File: config.mk
export PLATFORM = sky130hd
export DESIGN_NAME = ifetch_prefetch_flat
export DESIGN_NICKNAME = d
export VERILOG_FILES = /design/src/rtl/ifetch_pkg.sv /design/src/rtl/ifetch_prefetch_if.sv /design/src/rtl/ifetch_inflight_ctr.sv /design/src/rtl/ifetch_prefetch.sv /design/src/flat_wrapper.sv
export SDC_FILE = /design/constraint.sdc
export NUM_CORES = 1
export LEC_CHECK = 0
export ABC_AREA = 1
export BUFFER_PORTS_ARGS = -buffer_cell sky130_fd_sc_hd__buf_2
export CORE_AREA = 2 2 115 117
export CTS_BUF_LIST = sky130_fd_sc_hd__clkbuf_4 sky130_fd_sc_hd__clkbuf_8 sky130_fd_sc_hd__clkbuf_16
export DETAILED_ROUTE_END_ITERATION = 8
export DIE_AREA = 0 0 117 119
export HOLD_SLACK_MARGIN = 0.08
export PLACE_DENSITY = 0.7
export REMOVE_ABC_BUFFERS = 1
export SLEW_MARGIN = 25
export SYNTH_ARGS = -nofsm -noshare
export SYNTH_HDL_FRONTEND = slang
export SYNTH_SLANG_ARGS = --single-unit
File: constraint.sdc
create_clock -name clk_i -period 3.26 [get_ports clk_i]
set_clock_uncertainty 0.2 [all_clocks]
set_input_delay 0.652 -clock clk_i [delete_from_list [all_inputs] [get_ports clk_i]]
set_output_delay 0.652 -clock clk_i [all_outputs]
set_load 0.02 [all_outputs]
File: src/rtl/ifetch_pkg.sv
// Shared types and widths for the instruction-fetch prefetch engine.
package ifetch_pkg;
  localparam int C_XLEN        = 32;
  localparam int C_IFIFO_WIDTH = 65;

  // One prefetch FIFO entry; packs to {error[64], pc[63:32], instr[31:0]}.
  typedef struct packed {
    logic              error;
    logic [C_XLEN-1:0] pc;
    logic [C_XLEN-1:0] instr;
  } ifetch_entry_t;

  typedef enum logic {FETCH, HALT} ifetch_state_e;
endpackage

File: src/rtl/ifetch_prefetch_if.sv
// Instruction bus: request channel (valid/ready) plus in-order response channel.
interface ifetch_prefetch_if;
  logic                         ireqvalid_o;
  logic                         ireqready_i;
  logic [ifetch_pkg::C_XLEN-1:0] ireqaddr_o;
  logic                         irspvalid_i;
  logic [ifetch_pkg::C_XLEN-1:0] irspdata_i;
  logic                         irsperror_i;

  modport master (output ireqvalid_o, ireqaddr_o,
                  input  ireqready_i, irspvalid_i, irspdata_i, irsperror_i);
  modport slave  (input  ireqvalid_o, ireqaddr_o,
                  output ireqready_i, irspvalid_i, irspdata_i, irsperror_i);
endinterface

File: src/rtl/ifetch_inflight_ctr.sv
// Kept/discard in-flight request counters. On a jump every kept request
// becomes a discard, minus whatever retires in the jump cycle itself.
module ifetch_inflight_ctr #(
  parameter int C_OUTSTANDING_X = 2
) (
  input  logic                     clk_i,
  input  logic                     reset_i,
  input  logic                     clk_en_i,
  input  logic                     inc_i,          // request accepted
  input  logic                     kept_dec_i,     // kept response written to FIFO
  input  logic                     disc_dec_i,     // stale response dropped
  input  logic                     jump_i,         // qualified jump
  input  logic [1:0]               jump_retire_i,  // items leaving the in-flight set in the jump cycle
  output logic [C_OUTSTANDING_X:0] kept_o,
  output logic [C_OUTSTANDING_X:0] discard_o
);
  localparam int W = C_OUTSTANDING_X + 1;

  logic [W-1:0] kept_q, kept_d, discard_q, discard_d;

  // Next-count: jump moves kept into discard, else count up/down independently.
  always_comb begin
    kept_d    = kept_q;
    discard_d = discard_q;
    if (jump_i) begin
      kept_d    = '0;
      discard_d = discard_q + kept_q - W'(jump_retire_i);
    end else begin
      kept_d    = kept_q + W'(inc_i) - W'(kept_dec_i);
      discard_d = discard_q - W'(disc_dec_i);
    end
  end

  // Counter registers, frozen while the clock enable is low.
  always_ff @(posedge clk_i) begin
    if (reset_i) begin
      kept_q    <= '0;
      discard_q <= '0;
    end else if (clk_en_i) begin
      kept_q    <= kept_d;
      discard_q <= discard_d;
    end
  end

  assign kept_o    = kept_q;
  assign discard_o = discard_q;
endmodule

File: src/rtl/ifetch_prefetch.sv
// Sequential instruction prefetcher feeding the prefetch FIFO.
// Optional build macro IFETCH_RSP_REG_EN: registers each kept response for
// one cycle before it is written to the FIFO.
module ifetch_prefetch
  import ifetch_pkg::*;
#(
  parameter int          C_FIFO_DEPTH_X  = 2,
  parameter int          C_OUTSTANDING_X = 2,
  parameter logic [31:0] C_RESET_VECTOR  = 32'h0000_0000
) (
  input  logic                     clk_i,
  input  logic                     reset_i,
  input  logic                     clk_en_i,
  input  logic                     jump_i,
  input  logic [C_XLEN-1:0]        jump_addr_i,
  ifetch_prefetch_if.master        bus,
  input  logic                     fifo_rd_i,
  output logic                     fifo_wr_o,
  output logic [C_IFIFO_WIDTH-1:0] fifo_din_o,
  output logic                     fifo_flush_o
);
  localparam int LW = C_FIFO_DEPTH_X + 1;
  localparam int KW = C_OUTSTANDING_X + 1;

  ifetch_state_e     state_q, state_d;
  logic [C_XLEN-1:0] pc_q, pc_d, rsp_pc_q, rsp_pc_d, jump_pc;
  logic [LW-1:0]     level_q, level_d;
  logic [KW-1:0]     kept, discard;
  logic              room, accept, rsp_take, rsp_keep, rsp_drop, wr, jump_en;
  logic [1:0]        jump_retire;
  ifetch_entry_t     rsp_entry, wr_entry;
  logic              unused_addr_lsb;

  assign unused_addr_lsb = ^jump_addr_i[1:0];
  assign jump_pc         = {jump_addr_i[C_XLEN-1:2], 2'b00};
  assign jump_en         = jump_i & clk_en_i;

  // Never have more in the FIFO plus in flight than the FIFO can hold.
  assign room = (32'(level_q) + 32'(kept)    < (32'd1 << C_FIFO_DEPTH_X)) &&
                (32'(kept)    + 32'(discard) < (32'd1 << C_OUTSTANDING_X));

  assign bus.ireqvalid_o = ~reset_i & (state_q == FETCH) & ~jump_i & room;
  assign bus.ireqaddr_o  = reset_i ? C_RESET_VECTOR : pc_q;
  assign accept          = bus.ireqvalid_o & bus.ireqready_i & clk_en_i;

  // A response in the jump cycle always belongs to the old stream.
  assign rsp_take  = bus.irspvalid_i & clk_en_i & ~jump_i & ~reset_i;
  assign rsp_keep  = rsp_take & (discard == '0);
  assign rsp_drop  = rsp_take & (discard != '0);
  assign rsp_entry = '{error: bus.irsperror_i, pc: rsp_pc_q, instr: bus.irspdata_i};

`ifdef IFETCH_RSP_REG_EN
  logic          slot_vld_q, slot_vld_d;
  ifetch_entry_t slot_q, slot_d;

  // Response slot: a jump kills it, otherwise drain it and refill from the bus.
  always_comb begin
    slot_vld_d = slot_vld_q;
    slot_d     = slot_q;
    if (jump_en) begin
      slot_vld_d = 1'b0;
    end else begin
      if (wr)       slot_vld_d = 1'b0;
      if (rsp_keep) begin
        slot_vld_d = 1'b1;
        slot_d     = rsp_entry;
      end
    end
  end

  // Response slot registers.
  always_ff @(posedge clk_i) begin
    if (reset_i) begin
      slot_vld_q <= 1'b0;
      slot_q     <= '0;
    end else if (clk_en_i) begin
      slot_vld_q <= slot_vld_d;
      slot_q     <= slot_d;
    end
  end

  assign wr          = slot_vld_q & clk_en_i & ~jump_i & ~reset_i;
  assign wr_entry    = slot_q;
  assign jump_retire = {1'b0, bus.irspvalid_i} + {1'b0, slot_vld_q};
`else
  assign wr          = rsp_keep;
  assign wr_entry    = rsp_entry;
  assign jump_retire = {1'b0, bus.irspvalid_i};
`endif

  assign fifo_wr_o    = wr;
  assign fifo_din_o   = wr_entry;
  assign fifo_flush_o = jump_i & ~reset_i;

  ifetch_inflight_ctr #(.C_OUTSTANDING_X(C_OUTSTANDING_X)) u_ctr (
    .clk_i         (clk_i),
    .reset_i       (reset_i),
    .clk_en_i      (clk_en_i),
    .inc_i         (accept),
    .kept_dec_i    (wr),
    .disc_dec_i    (rsp_drop),
    .jump_i        (jump_en),
    .jump_retire_i (jump_retire),
    .kept_o        (kept),
    .discard_o     (discard)
  );

  // Next PC / occupancy / state; a jump redirects both PCs and empties the FIFO.
  always_comb begin
    pc_d     = pc_q;
    rsp_pc_d = rsp_pc_q;
    level_d  = level_q;
    state_d  = state_q;
    if (jump_i) begin
      pc_d     = jump_pc;
      rsp_pc_d = jump_pc;
      level_d  = '0;
      state_d  = FETCH;
    end else begin
      if (accept)   pc_d     = pc_q + 32'd4;
      if (rsp_keep) rsp_pc_d = rsp_pc_q + 32'd4;
      level_d = level_q + LW'(wr) - LW'(fifo_rd_i && (level_q != '0));
      if (wr && wr_entry.error) state_d = HALT;
    end
  end

  // Main state registers.
  always_ff @(posedge clk_i) begin
    if (reset_i) begin
      state_q  <= FETCH;
      pc_q     <= C_RESET_VECTOR;
      rsp_pc_q <= C_RESET_VECTOR;
      level_q  <= '0;
    end else if (clk_en_i) begin
      state_q  <= state_d;
      pc_q     <= pc_d;
      rsp_pc_q <= rsp_pc_d;
      level_q  <= level_d;
    end
  end
endmodule

File: src/flat_wrapper.sv
// flat-port wrapper written by rule: the top's interface ports become plain ports
module ifetch_prefetch_flat import ifetch_pkg::*;
#(
  parameter int          C_FIFO_DEPTH_X  = 2,
  parameter int          C_OUTSTANDING_X = 2,
  parameter logic [31:0] C_RESET_VECTOR  = 32'h0000_0000
)
  (clk_i, reset_i, clk_en_i, jump_i, jump_addr_i, fifo_rd_i, fifo_wr_o, fifo_din_o, fifo_flush_o, bus_ireqvalid_o, bus_ireqaddr_o, bus_ireqready_i, bus_irspvalid_i, bus_irspdata_i, bus_irsperror_i);
  ifetch_prefetch_if bus_i ();
  input  logic clk_i;
  input  logic reset_i;
  input  logic clk_en_i;
  input  logic jump_i;
  input  logic [C_XLEN-1:0] jump_addr_i;
  input  logic fifo_rd_i;
  output logic fifo_wr_o;
  output logic [C_IFIFO_WIDTH-1:0] fifo_din_o;
  output logic fifo_flush_o;
  output wire logic [$bits(bus_i.ireqvalid_o)-1:0] bus_ireqvalid_o;
  output wire logic [$bits(bus_i.ireqaddr_o)-1:0] bus_ireqaddr_o;
  input wire logic [$bits(bus_i.ireqready_i)-1:0] bus_ireqready_i;
  input wire logic [$bits(bus_i.irspvalid_i)-1:0] bus_irspvalid_i;
  input wire logic [$bits(bus_i.irspdata_i)-1:0] bus_irspdata_i;
  input wire logic [$bits(bus_i.irsperror_i)-1:0] bus_irsperror_i;
  assign bus_ireqvalid_o = bus_i.ireqvalid_o;
  assign bus_ireqaddr_o = bus_i.ireqaddr_o;
  assign bus_i.ireqready_i = bus_ireqready_i;
  assign bus_i.irspvalid_i = bus_irspvalid_i;
  assign bus_i.irspdata_i = bus_irspdata_i;
  assign bus_i.irsperror_i = bus_irsperror_i;
  ifetch_prefetch #(.C_FIFO_DEPTH_X(C_FIFO_DEPTH_X), .C_OUTSTANDING_X(C_OUTSTANDING_X), .C_RESET_VECTOR(C_RESET_VECTOR)) u_core (.clk_i(clk_i), .reset_i(reset_i), .clk_en_i(clk_en_i), .jump_i(jump_i), .jump_addr_i(jump_addr_i), .bus(bus_i), .fifo_rd_i(fifo_rd_i), .fifo_wr_o(fifo_wr_o), .fifo_din_o(fifo_din_o), .fifo_flush_o(fifo_flush_o));
endmodule
==> impl_metrics.yaml <==
status:
  run_status: "finished, final reports clean"
synthesis:
  muxShareOfSynthArea_pct: 0
  yosysWarnings: 0
  synth_compound_area_share_pct: 13.8
  synth_cells: 983
  ys_seq_area_share_pct: 25.0
  syn_area_per_cell_um2: 5.70
  synthSimpleGateAreaFrac_pct: 40.0
  ys_types: 35
  synth_top_family_by_area: "simple AND/OR/NAND/NOR gates"
  synthAdderAreaFrac_pct: 4.42
  synth_seq_cells: 70
  synth_area_mm2: 0.00561
  synth_xor_xnor_area_share_pct: 1.72
power_and_ir_drop:
  leakage_uw: 0.00295
  pwr-share-comb_pct: 19.6
  vdd_drop_max_uv: 255
  p_sw_uw: 797
  swShare_pct: 31.5
  internal-power_uw: 1740
  power_frac_seq_pct: 39.4
  power_density_mw_per_mm2: 403
  pwr-share-clk_pct: 41.0
floorplan:
  initial_core_util_pct: 43.5
  die-width_um: 117
  ios: 172
  die_h_um: 119
  core_mm2: 0.0129
  std_cell_rows: 42
  die_area_mm2: 0.0139
critical_path:
  slowest_delay_ns: 0.42
  cp-start-kind: "register"
  crit_chain: "inv_1 > ha_1 > nand2_1 > nand2_1 > nand2_1 > nand4_4 > ha_1 > inv_1 > ha_1 > fa_1 > or2_2 > nand3_1 > a21oi_1"
  slowest_stage: "dfxtp_1"
  critPathCaptureType: "register"
  worstPathRequired_ns: 3.27
  path_class: "reg2reg"
  critical_path_peak_fanout: 5
  cp.arrival_ns: 2.86
global_routing:
  grt_usage_pct: 26.9
  grt_pass1_vias: 5630
  grt_max_degree: 63
  antenna_found_initial: 1
  gr-total-overflow: 0
  grt_pass1_wl_um: 28900
sta:
  grt_setup_unrepaired: "no"
  fin_crit_sh_pct: 87.4
  finalCriticalPeriod_ns: 2.85
  clock.fmax_mhz: 351
  fin_tns_setup_ns: 0
  slew_violations: 0
  maxSlewHeadroom_pct: 56.1
  finalWorstSetupSlack_ns: 0.411
  hold_viol: 0
  setup_viol: 0
  tightestPinTransition_ns: 0.658
detailed_routing:
  detail_route.wl_per_cell_um: 14.9
  viasPerCell: 5.14
  drt-pass1-iter-count: 5
  route.antenna.remaining_nets: 0
  routed_wl_um: 18200
  drc: 0
  drtIter0Drc: 424
  dr_total_vias: 6265
placement:
  dp_slack_ns: 0.391
  hpwlAfterDp_um: 13800
  place_congestion: 0.884
  port_buffers: 101
job:
  maxCapViolCount: 0
clock_tree:
  cts_made_buffers: 9
  cts-resized-gates: 0
  cts_hold_buffers: 0
  root_buffer: "clkbuf_16"
  cts_sinks: 70
  post_cts_buffers: 0
  clkLatencyLatePin_ns: 0.34
  path_clk_slew_ns: 0.06
  cts_htree_levels: 3
  cts_tree: "yes"
  cts.path.max_buffers: 2
final_layout:
  area_growth_pct: 12.2
  final_cell_mix: "300 x nand2_1, 173 x nor2_1, 102 x inv_1, 101 x buf_2, 72 x a21oi_1"
  post_route_cells_drive_above_1_share_pct: 13.5
  num-fill-cells: 1440
  fin_nets: 1127
  layout_commonest_cell: "nand2_1"
  final_core_util_pct: 48.9
worst_hold_path:
  hold_path.class: "reg2reg"
==> synthesized netlist by cell type (all sizes together) <==
cell type	instances	share of area, %
a21boi	2	0.27
a21oi	72	6.4
a31oi	9	1.0
and3	1	0.11
buf	53	6.6
clkbuf	18	1.2
conb	1	0.067
dfxtp	70	25
fa	3	1.1
ha	15	3.3
inv	106	7.1
nand2	302	20
nand3	64	5.7
nand4	5	0.83
nor2	177	12
nor3	6	0.62
o211ai	2	0.27
o21ai	58	5.2
o21bai	2	0.27
o221ai	1	0.16
o22ai	1	0.11
o31a	1	0.16
or2	3	0.33
xnor2	5	0.78
xor2	6	0.94
==> per-layer routing <==
metal	wire length (um)	global-route usage [%]	vias up
li1	-	-	3165
met1	8230	38.1	2800
met2	7710	38.0	256
met3	1530	6.77	42
met4	662	11.4	2
met5	51	4.31	-
==> final cells by class <==
cell class              instances  area, um2  area share (%)
flip-flops and latches         70       1400            22.3
clock inverters                 3       42.5           0.676
well taps                     176        220            3.50
repair buffers                111        581            9.23
multi-input cells             739       3380            53.7
diodes                          1       2.50          0.0398
clock buffers                  12        267            4.24
inverters                     106        398            6.32
==> power groups by stage <==
stage | sequential [uW] | combinational (uW) | clock [uW]
2_1_floorplan | 1030 | 287 | 0
3_3_place_gp | 1010 | 487 | 0
3_5_place_dp | 1010 | 494 | 0
4_1_cts | 996 | 496 | 1050
5_1_grt | 1010 | 561 | 1090
6_report | 998 | 497 | 1040
==> registers in the layout, summed over array words and instances (netlist names) <==
name,count
u_core.pc_q,30
u_core.rsp_pc_q,30
u_core.level_q,3
u_core.u_ctr.discard_o,3
u_core.u_ctr.kept_o,3
u_core.state_q,1
==> per-stage QoR <==
step           power (uW)  hold WS (ns)  std cells  area (um2)
3_5_place_dp         1510         0.306       1202        5980
4_1_cts              2540         0.314       1217        6290
5_1_grt              2660         0.344       1218        6290
3_3_place_gp         1500         0.302       1202        5980
2_1_floorplan        1310         0.269        915        5180
6_report             2530         0.312       1218        6290
==> critical path: cells and delay by family, from the launching register on <==
family,cells,cell delay [ns]
AND/OR/NAND/NOR,6,0.70
AO/OA/AOI/OAI,1,0.06
adder cells (fa/ha/maj),4,1.17
buffers and inverters,2,0.16
flip-flops,1,0.42
==> logic make-up after synthesis <==
group	after synthesis
other	1
xor gates and xnor gates	11
and+or+nand+nor	558
AOI/OAI and AO/OA	148
adders and majority gates	18
buffers and inverters	177
DFF	70
==> worst paths after layout <==
kind	endpoint	start	cells after the start	slack [ns]
worst min-delay path	u_core.level_q[0]	u_core.level_q[0]	2	0.31
worst min register to register	u_core.level_q[0]	u_core.level_q[0]	2	0.31
worst max-delay path	u_core.u_ctr.kept_o[2]	u_core.u_ctr.kept_o[1]	13	0.41
worst max register to register	u_core.u_ctr.kept_o[2]	u_core.u_ctr.kept_o[1]	13	0.41
No activity file was read; power rests on OpenSTA's default activity.
